File: config.mk
export PLATFORM = sky130hd
export DESIGN_NAME = mult_share_arb
export DESIGN_NICKNAME = d
export VERILOG_FILES = /design/src/rtl/mult_share_arb.sv
export SDC_FILE = /design/constraint.sdc
export NUM_CORES = 1
export LEC_CHECK = 0
export BUFFER_PORTS_ARGS = -buffer_cell sky130_fd_sc_hd__buf_2
export CORE_MARGIN = 10
export CORE_UTILIZATION = 50
export DETAILED_ROUTE_END_ITERATION = 10
export PLACE_DENSITY_LB_ADDON = 0.25
export SLEW_MARGIN = 0
export SYNTH_ARGS = -nofsm -noshare
export SYNTH_HDL_FRONTEND = slang
export SYNTH_SLANG_ARGS = --single-unit
File: constraint.sdc
create_clock -name clk -period 7.36 [get_ports clk]
set_clock_uncertainty 0.05 [all_clocks]
set_input_delay 0 -clock clk [delete_from_list [all_inputs] [get_ports clk]]
set_output_delay 0 -clock clk [all_outputs]
set_load 0.03 [all_outputs]
File: src/rtl/mult_share_arb.sv
// mult_share_arb: two requesters time-share one combinational multiplier.
// Round-robin grant, registered operands, product held until the consumer accepts it.

module nBitMultiplier #(
  parameter int WIDTH = 6
) (
  input  logic [WIDTH-1:0]   m,
  input  logic [WIDTH-1:0]   q,
  output logic [2*WIDTH-1:0] p
);
  assign p = {{WIDTH{1'b0}}, m} * {{WIDTH{1'b0}}, q};
endmodule

module mult_share_arb #(
  parameter int WIDTH = 6,
  parameter int CNT_W = 16
) (
  input  logic               clk,
  input  logic               rst_n,
  input  logic               req0_valid,
  output logic               req0_ready,
  input  logic [WIDTH-1:0]   req0_m,
  input  logic [WIDTH-1:0]   req0_q,
  input  logic               req1_valid,
  output logic               req1_ready,
  input  logic [WIDTH-1:0]   req1_m,
  input  logic [WIDTH-1:0]   req1_q,
  output logic               res_valid,
  input  logic               res_ready,
  output logic [2*WIDTH-1:0] res_p,
  output logic               res_id,
  output logic               busy,
  output logic [CNT_W-1:0]   ops_done
);
  // state | meaning
  // IDLE  | waiting for a request; grant and ready are live
  // CALC  | operands registered, multiplier output settling
  // DONE  | product held on res_p until res_ready
  typedef enum logic [1:0] {
    IDLE = 2'd0,
    CALC = 2'd1,
    DONE = 2'd2
  } stateT;

  stateT state, stateNext;

  logic               grant;
  logic               lastGrant;
  logic               anyValid;
  logic [WIDTH-1:0]   opM;
  logic [WIDTH-1:0]   opQ;
  logic               opId;
  logic [2*WIDTH-1:0] product;

  nBitMultiplier #(.WIDTH(WIDTH)) uMult (
    .m (opM),
    .q (opQ),
    .p (product)
  );

  assign anyValid = req0_valid | req1_valid;
  assign busy     = (state != IDLE);

  // On a tie the requester that did not win last time is granted.
  always_comb begin
    grant = req1_valid;
    if (req0_valid && req1_valid) grant = ~lastGrant;
  end

  always_ff @(posedge clk or negedge rst_n) begin
    if (!rst_n) state <= IDLE;
    else        state <= stateNext;
  end

  always_comb begin
    stateNext  = state;
    req0_ready = 1'b0;
    req1_ready = 1'b0;
    case (state)
      IDLE: begin
        if (anyValid) begin
          req0_ready = req0_valid & ~grant;
          req1_ready = req1_valid & grant;
          stateNext  = CALC;
        end
      end
      CALC:    stateNext = DONE;
      DONE:    if (res_ready) stateNext = IDLE;
      default: stateNext = IDLE;
    endcase
  end

  always_ff @(posedge clk or negedge rst_n) begin
    if (!rst_n) begin
      opM       <= '0;
      opQ       <= '0;
      opId      <= 1'b0;
      lastGrant <= 1'b1;
      res_p     <= '0;
      res_id    <= 1'b0;
      res_valid <= 1'b0;
      ops_done  <= '0;
    end else begin
      case (state)
        IDLE: begin
          if (anyValid) begin
            opM       <= grant ? req1_m : req0_m;
            opQ       <= grant ? req1_q : req0_q;
            opId      <= grant;
            lastGrant <= grant;
          end
        end
        CALC: begin
          res_p     <= product;
          res_id    <= opId;
          res_valid <= 1'b1;
        end
        DONE: begin
          if (res_ready) begin
            res_valid <= 1'b0;
            ops_done  <= ops_done + CNT_W'(1);
          end
        end
        default: ;
      endcase
    end
  end
endmodule
==> flow_summary.yaml, run 1 <==
clocking:
  cts_setup_buffers: 0
  cts.repair.resized: 0
  clk_latency_ps: 300
  ctsHoldBuffers: 26
  cts_tree: "yes"
  clk_pin_slew_ps: 100
  numCtsBuffers: 5
  cts.sinks: 46
  ctsHtreeMaxLevel: 2
  cts_root_buf: "clkbuf_8"
  cts.path.max_buffers: 2
floorplan:
  die_h_um: 98.3
  start_util_pct: 51.5
  die-area_um2: 9670
  rows: 28
  ioPinCount: 62
  core_region_area_um2: 5960
  fp.dieW_um: 98.3
power:
  combPwrFrac_pct: 61.6
  cellPowerDensity_nw_per_um2: 443
  totalPowerFinal_mw: 1.70
  switching_share_pct: 47.5
  p_int_mw: 0.892
  cellLeakagePower_nw: 2.04
  ir_drop_mv: 0.243
  switchingPower_mw: 0.807
  seq_power_share_pct: 26.5
  clockPowerShare_pct: 11.9
critical_path:
  cp_slowest_stage_delay_ps: 540
  worstPathArrival_ps: 3870
  worstSetupPathType: "flip-flop to flip-flop"
  cp-end-kind: "flip-flop"
  crit_fanout: 7
  reg2reg_depth: 11
  worstReg2RegStart: "opM[3]$_DFFE_PN0P_"
  startpoint_type: "flip-flop"
  required_ps: 7560
  crit_slowest_cell: "fa_1"
  r2r_setup_slack_ps: 3690
  reg2reg_to: "res_p[8]$_DFFE_PN0P_"
  worstPathCellList: "and2_1 -> fa_1 -> inv_1 -> fa_1 -> fa_1 -> inv_1 -> ha_1 -> o21ai_0 -> o21bai_1 -> a2111oi_0 -> nand3b_1"
  cp_common_cell: "fa_1"
grt:
  antenna_found_initial: 0
  grt_pass1_wl_um: 11300
  grt_pass1_vias: 2456
  groute.usage.overall_pct: 13.6
  overflow: 0
  grt_start_max_net_pins: 47
drt:
  drt_iter0_markers: 63
  firstDrtPassIters: 4
  drc: 0
  wl_um: 6380
  vias: 2291
  drtAntennaViolNets: 0
  via_per_inst: 4.97
  wl_per_cell_um: 13.8
timing:
  relSlewSlack_pct: 33.2
  rsz0062_at_grt: "no"
  setup_tns_ps: 0
  min_period_ps: 3670
  timing.fmax_mhz: 272
  worst_pin_slew_ps: 1000
  slew_viol_final: 0
  hold_ws_ps: 88.3
  hold_viol_final: 0
  setup_violations: 0
  fin_crit_sh_pct: 49.9
layout:
  syn_to_final_growth_pct: 24.9
  drive_gt1_share_pct: 23.3
  fillers: 499
  nNetsFinal: 452
  n_antenna_cell: 0
  stdcell_count: 461
placement:
  dp_hpwl_um: 4640
  globalplace.congestion: 0.845
  portBuffers: 61
  dp.cells: 427
synth:
  synth_xor_area_share_pct: 5.14
  synthMuxAreaShare_pct: 6.48
  synth-simple-area-share_pct: 17.9
  yosysSeqAreaShare_pct: 37.5
  synth_nets: 362
  synth_top_family_by_area: "adder cells"
  ys_ff_latch: 46
  yosys_warnings: 0
  syn_inst: 295
  synth_cell_types: 44
  syn_area_per_cell_um2: 10.4
  syn_area_um2: 3070
  synthAdderAreaFrac_pct: 19.6
  synth_compound_area_share_pct: 9.13
hold_path:
  hp-class: "primary input to flip-flop"
  worstHoldPathCells: 4
  min_to: "state[0]$_DFFE_PN0P_"
  worstHoldStart: "req1_valid"
outcome:
  status: "finished, final reports clean"
run:
  maxCapViolations: 0
-- stage by stage --
step	utilization, %	instance area, um^2	setup slack, ps
after global placement	58.0	3450	3770
after CTS	64.3	3830	3670
after detailed placement	58.0	3450	3700
after global routing	64.3	3830	3360
after floorplan	-	3070	3900
final	64.3	3830	3690
-- synth_stat cells (all sizes together) --
master,number,share of area (%)
o211ai,3,0.73
ha,21,8.6
xor2,10,2.9
and2,25,5.1
buf,2,0.33
and4b,1,0.33
and4,1,0.37
a21boi,2,0.61
nor4,2,1.1
mux2,7,2.6
or2b,1,0.24
o31ai,3,0.73
and3,2,0.41
nand4,5,1.7
fa,17,11
nand3b,1,0.24
nand2,38,4.9
inv,28,3.4
a211oi,3,0.90
a2111oi,1,0.29
and3b,1,0.33
nand3,3,0.49
nor3,4,0.98
nand2b,1,0.20
a21oi,8,1.3
or2,1,0.20
nor2,9,1.1
o21bai,1,0.24
dfrtp,45,37
o21ai,19,3.1
dfstp,1,0.86
xnor2,8,2.3
a21o,5,1.2
mux2i,12,3.9
clkbuf,3,0.37
nor3b,1,0.24
-- cell type report --
cell class	instances	area, um^2	area share (%)
clock buffer	5	68.8	1.80
clock inverter	3	48.8	1.27
inverter	28	105	2.74
multi-input combinational	216	1790	46.7
sequential	46	1150	30.1
tap	75	93.8	2.45
timing repair buffer	88	573	15.0
-- cells by family (layout without fill, tap and decap cells) --
family / after synthesis / in the layout
AND/OR/NAND/NOR: 96 / 96
multiplexers: 19 / 19
AO/OA/AOI/OAI: 45 / 45
XOR/XNOR: 18 / 18
buffers and inverters: 33 / 124
adder cells (fa/ha/maj): 38 / 38
flip-flops: 46 / 46
-- critical path: cells and delay by family, from the launching register on --
family	cells	cell delay [ps]
adders and majority gates	4	1880
buffers and inverters	2	90
and+or+nand+nor	2	360
AOI/OAI and AO/OA	3	780
DFF	1	450
-- how the worst max path moves through the flow --
stage                             from               endpoint  slack, ps  cells past startpoint
floorplan           opM[3]$_DFFE_PN0P_   res_p[8]$_DFFE_PN0P_       3900                     11
global placement    opM[3]$_DFFE_PN0P_  res_p[11]$_DFFE_PN0P_       3770                     11
detailed placement  opM[3]$_DFFE_PN0P_   res_p[8]$_DFFE_PN0P_       3700                     11
CTS                 opM[3]$_DFFE_PN0P_   res_p[8]$_DFFE_PN0P_       3670                     11
global route        opM[3]$_DFFE_PN0P_   res_p[8]$_DFFE_PN0P_       3360                     11
finish              opM[3]$_DFFE_PN0P_   res_p[8]$_DFFE_PN0P_       3690                     11
-- metal layers --
metal / global-route usage (%) / wire length, um / up-vias
met4: 3.31 / 35 / 0
met1: 16.3 / 2900 / 1070
li1: - / - / 1170
met5: 0 / 0 / -
met2: 23.0 / 3060 / 49
met3: 4.44 / 389 / 2
-- power by group through the flow --
stage	Combinational, mW	Clock (mW)	Sequential, mW
global placement	1.01	0	0.451
CTS	1.06	0.208	0.451
finish	1.05	0.202	0.450
floorplan	0.727	0	0.516
detailed placement	1.04	0	0.457
global route	1.22	0.216	0.468
-- registers in the layout (all words and copies together), names as in the netlist --
name	count
ops_done	16
res_p	12
opM	6
opQ	6
state	2
lastGrant	1
opId	1
res_id	1
res_valid	1
-- cells in the final DEF (no fill, tap or decap), types with 2 or more instances in the layout --
cell type,netlist,final
and3_1,2,2
nor3_2,2,2
a211oi_1,2,2
dlygate4sd3_1,0,26
mux2_2,7,7
fa_1,17,17
o21ai_0,18,18
xnor2_1,8,8
xor2_1,10,10
o211ai_1,3,3
nand4_1,3,3
nand3_1,3,3
buf_2,2,61
inv_1,28,28
a21o_1,5,5
nor2_1,9,9
mux2i_1,12,12
o31ai_1,3,3
nor3_1,2,2
nand2_1,37,37
clkbuf_8,0,5
dfrtp_1,45,45
and2_1,25,25
ha_1,21,21
a21oi_1,8,8
No activity file was read; power rests on OpenSTA's default activity.
==> run 2, diff against run 1 <==
clock period = 3.19 ns   (was 7.36 ns; I/O delays follow)
==> flow_summary.yaml, run 2 (same netlist as run 1, synthesis figures left out) <==
clocking:
  numCtsBuffers: 5
  cts.sinks: 46
  clk_latency_ps: 310
  cts_tree: "yes"
  clk_pin_slew_ps: 100
  ctsHtreeMaxLevel: 2
  cts_root_buf: "clkbuf_8"
  cts.path.max_buffers: 2
floorplan:
  ioPinCount: 62
  rows: 28
  start_util_pct: 51.5
  fp.dieW_um: 98.3
  die_h_um: 98.3
  core_region_area_um2: 5960
  die-area_um2: 9670
critical_path:
  crit_fanout: 6
  cp_slowest_stage_delay_ps: 540
  crit_path_start: "opM[1]$_DFFE_PN0P_"
  crit_slowest_cell: "fa_1"
  startpoint_type: "flip-flop"
  worstReg2RegStart: "opM[1]$_DFFE_PN0P_"
  required_ps: 3360
  cp-end-kind: "flip-flop"
  worstPathCellList: "and2_1 -> fa_1 -> fa_1 -> inv_2 -> fa_1 -> inv_2 -> ha_4 -> o211ai_1 -> o211ai_1 -> and3_1 -> o31ai_1"
  worstSetupPathType: "flip-flop to flip-flop"
  cp_common_cell: "fa_1"
  critPathTopFamily: "adder cells"
  crit_buf_inv: 2
  worstPathArrival_ps: 3540
timing:
  rsz0062_at_grt: "yes"
  min_period_ps: 3370
  fin_crit_sh_pct: 106
  timing.fmax_mhz: 297
  hold_viol_final: 0
  setup_slack_ps: -177
  worst_pin_slew_ps: 1000
  relSlewSlack_pct: 33.2
  slew_viol_final: 0
  setup_violations: 5
grt:
  grt_start_max_net_pins: 47
  overflow: 0
  grt_pass1_wl_um: 12500
  antenna_found_initial: 0
  groute.usage.overall_pct: 15.2
  grt_pass1_vias: 2615
placement:
  portBuffers: 61
  globalplace.congestion: 0.875
  dp_hpwl_um: 5170
  place_area_um2: 3700
drt:
  vias: 2457
  wl_um: 7150
  drtAntennaViolNets: 0
  drc: 0
  wl_per_cell_um: 14.5
  drt_iter0_markers: 63
  via_per_inst: 4.97
  firstDrtPassIters: 4
layout:
  largest_reg_flops: 16
  final_common_cell: "buf_2"
  mostFrequentLayoutCells: "61 x buf_2, 44 x dfrtp_1, 37 x nand2_1"
  drive_gt1_share_pct: 35.1
  stdcell_area_um2: 4230
  fin_util_pct: 71.1
  regMostFlops: "ops_done"
  largestRegisters: "ops_done (16), res_p (12)"
  n_antenna_cell: 0
  nNetsFinal: 485
  syn_to_final_growth_pct: 37.9
hold_path:
  hp-class: "primary input to flip-flop"
  worstHoldStart: "req1_valid"
power:
  cellPowerDensity_nw_per_um2: 1230
  ir_drop_mv: 1.03
  cellLeakagePower_nw: 2.22
run:
  maxCapViolations: 0
outcome:
  violations: "negative setup slack"
  status: "complete, but fails checks"
==> run 2: changes by cell type in the layout (fill, tap and decap cells not counted), sizes merged <==
cell	previous run	this run
buf	62	95
==> run 2: stage by stage <==
| step | setup TNS [ps] | total power [mW] | hold WS, ps | std cells | setup WS (ps) |
|---|---|---|---|---|---|
| floorplan | 0 | 3.16 | -346 | 295 | 1.86 |
| global placement | -364 | 4.02 | 177 | 452 | -122 |
| detailed placement | -760 | 4.13 | 184 | 452 | -182 |
| CTS | -563 | 4.91 | 105 | 492 | -179 |
| global route | -1250 | 5.65 | 147 | 494 | -297 |
| finish | -582 | 5.22 | 113 | 494 | -177 |
==> run 2: metal layers <==
layer  track usage, %  part of all wire (%)  up-vias
met5                0                     0        -
met4             3.64                  0.98        0
met3             4.16                   5.5        7
met2             24.4                    47       48
met1             19.7                    47     1172
li1                 -                     -     1230
==> run 2: report_power, final <==
group	internal, mW	leakage [nW]	switching, mW
Sequential	0.800	0.582	0.207
Clock	0.239	0.0563	0.229
Combinational	1.79	1.58	1.95
Total	2.82	2.22	2.39
==> run 2: worst register-to-register path, delay by kind of cell, from the launching register on <==
family	cells	cell delay [ps]
AO/OA/AOI/OAI	3	600
adder cells (fa/ha/maj)	4	1720
buffers and inverters	2	90
flip-flops	1	470
AND/OR/NAND/NOR	2	350
==> run 2: final timing paths <==
check                      cells past startpoint  slack (ps)                       end
max reg2reg                                   11        -180     res_p[11]$_DFFE_PN0P_
min reg2reg                                    1         420  ops_done[15]$_DFFE_PN0P_
max                                           11        -180     res_p[11]$_DFFE_PN0P_
min in group asynchronous                      2         340     res_valid$_DFFE_PN0P_
max in group asynchronous                      2        2070        opM[3]$_DFFE_PN0P_
min                                            4         110      state[0]$_DFFE_PN0P_
==> run 2: what timing repair did <==
| item | CTS | global route |
|---|---|---|
| setup buffers | 6 | 2 |
| gates resized for setup | 7 | 17 |
| pin swaps | 8 | 7 |
| endpoints found under the setup margin | 5 | 6 |
| hold endpoints to repair | 58 | 0 |
| hold buffers | 26 | 0 |
==> run 2: cell type report <==
type,count,area [um^2]
multi-input cells,216,1930
inverters,28,105
clock buffers,5,68.8
clock inverters,3,48.8
flip-flops and latches,46,1150
fillers,430,1720
well taps,75,93.8
repair buffers,121,832
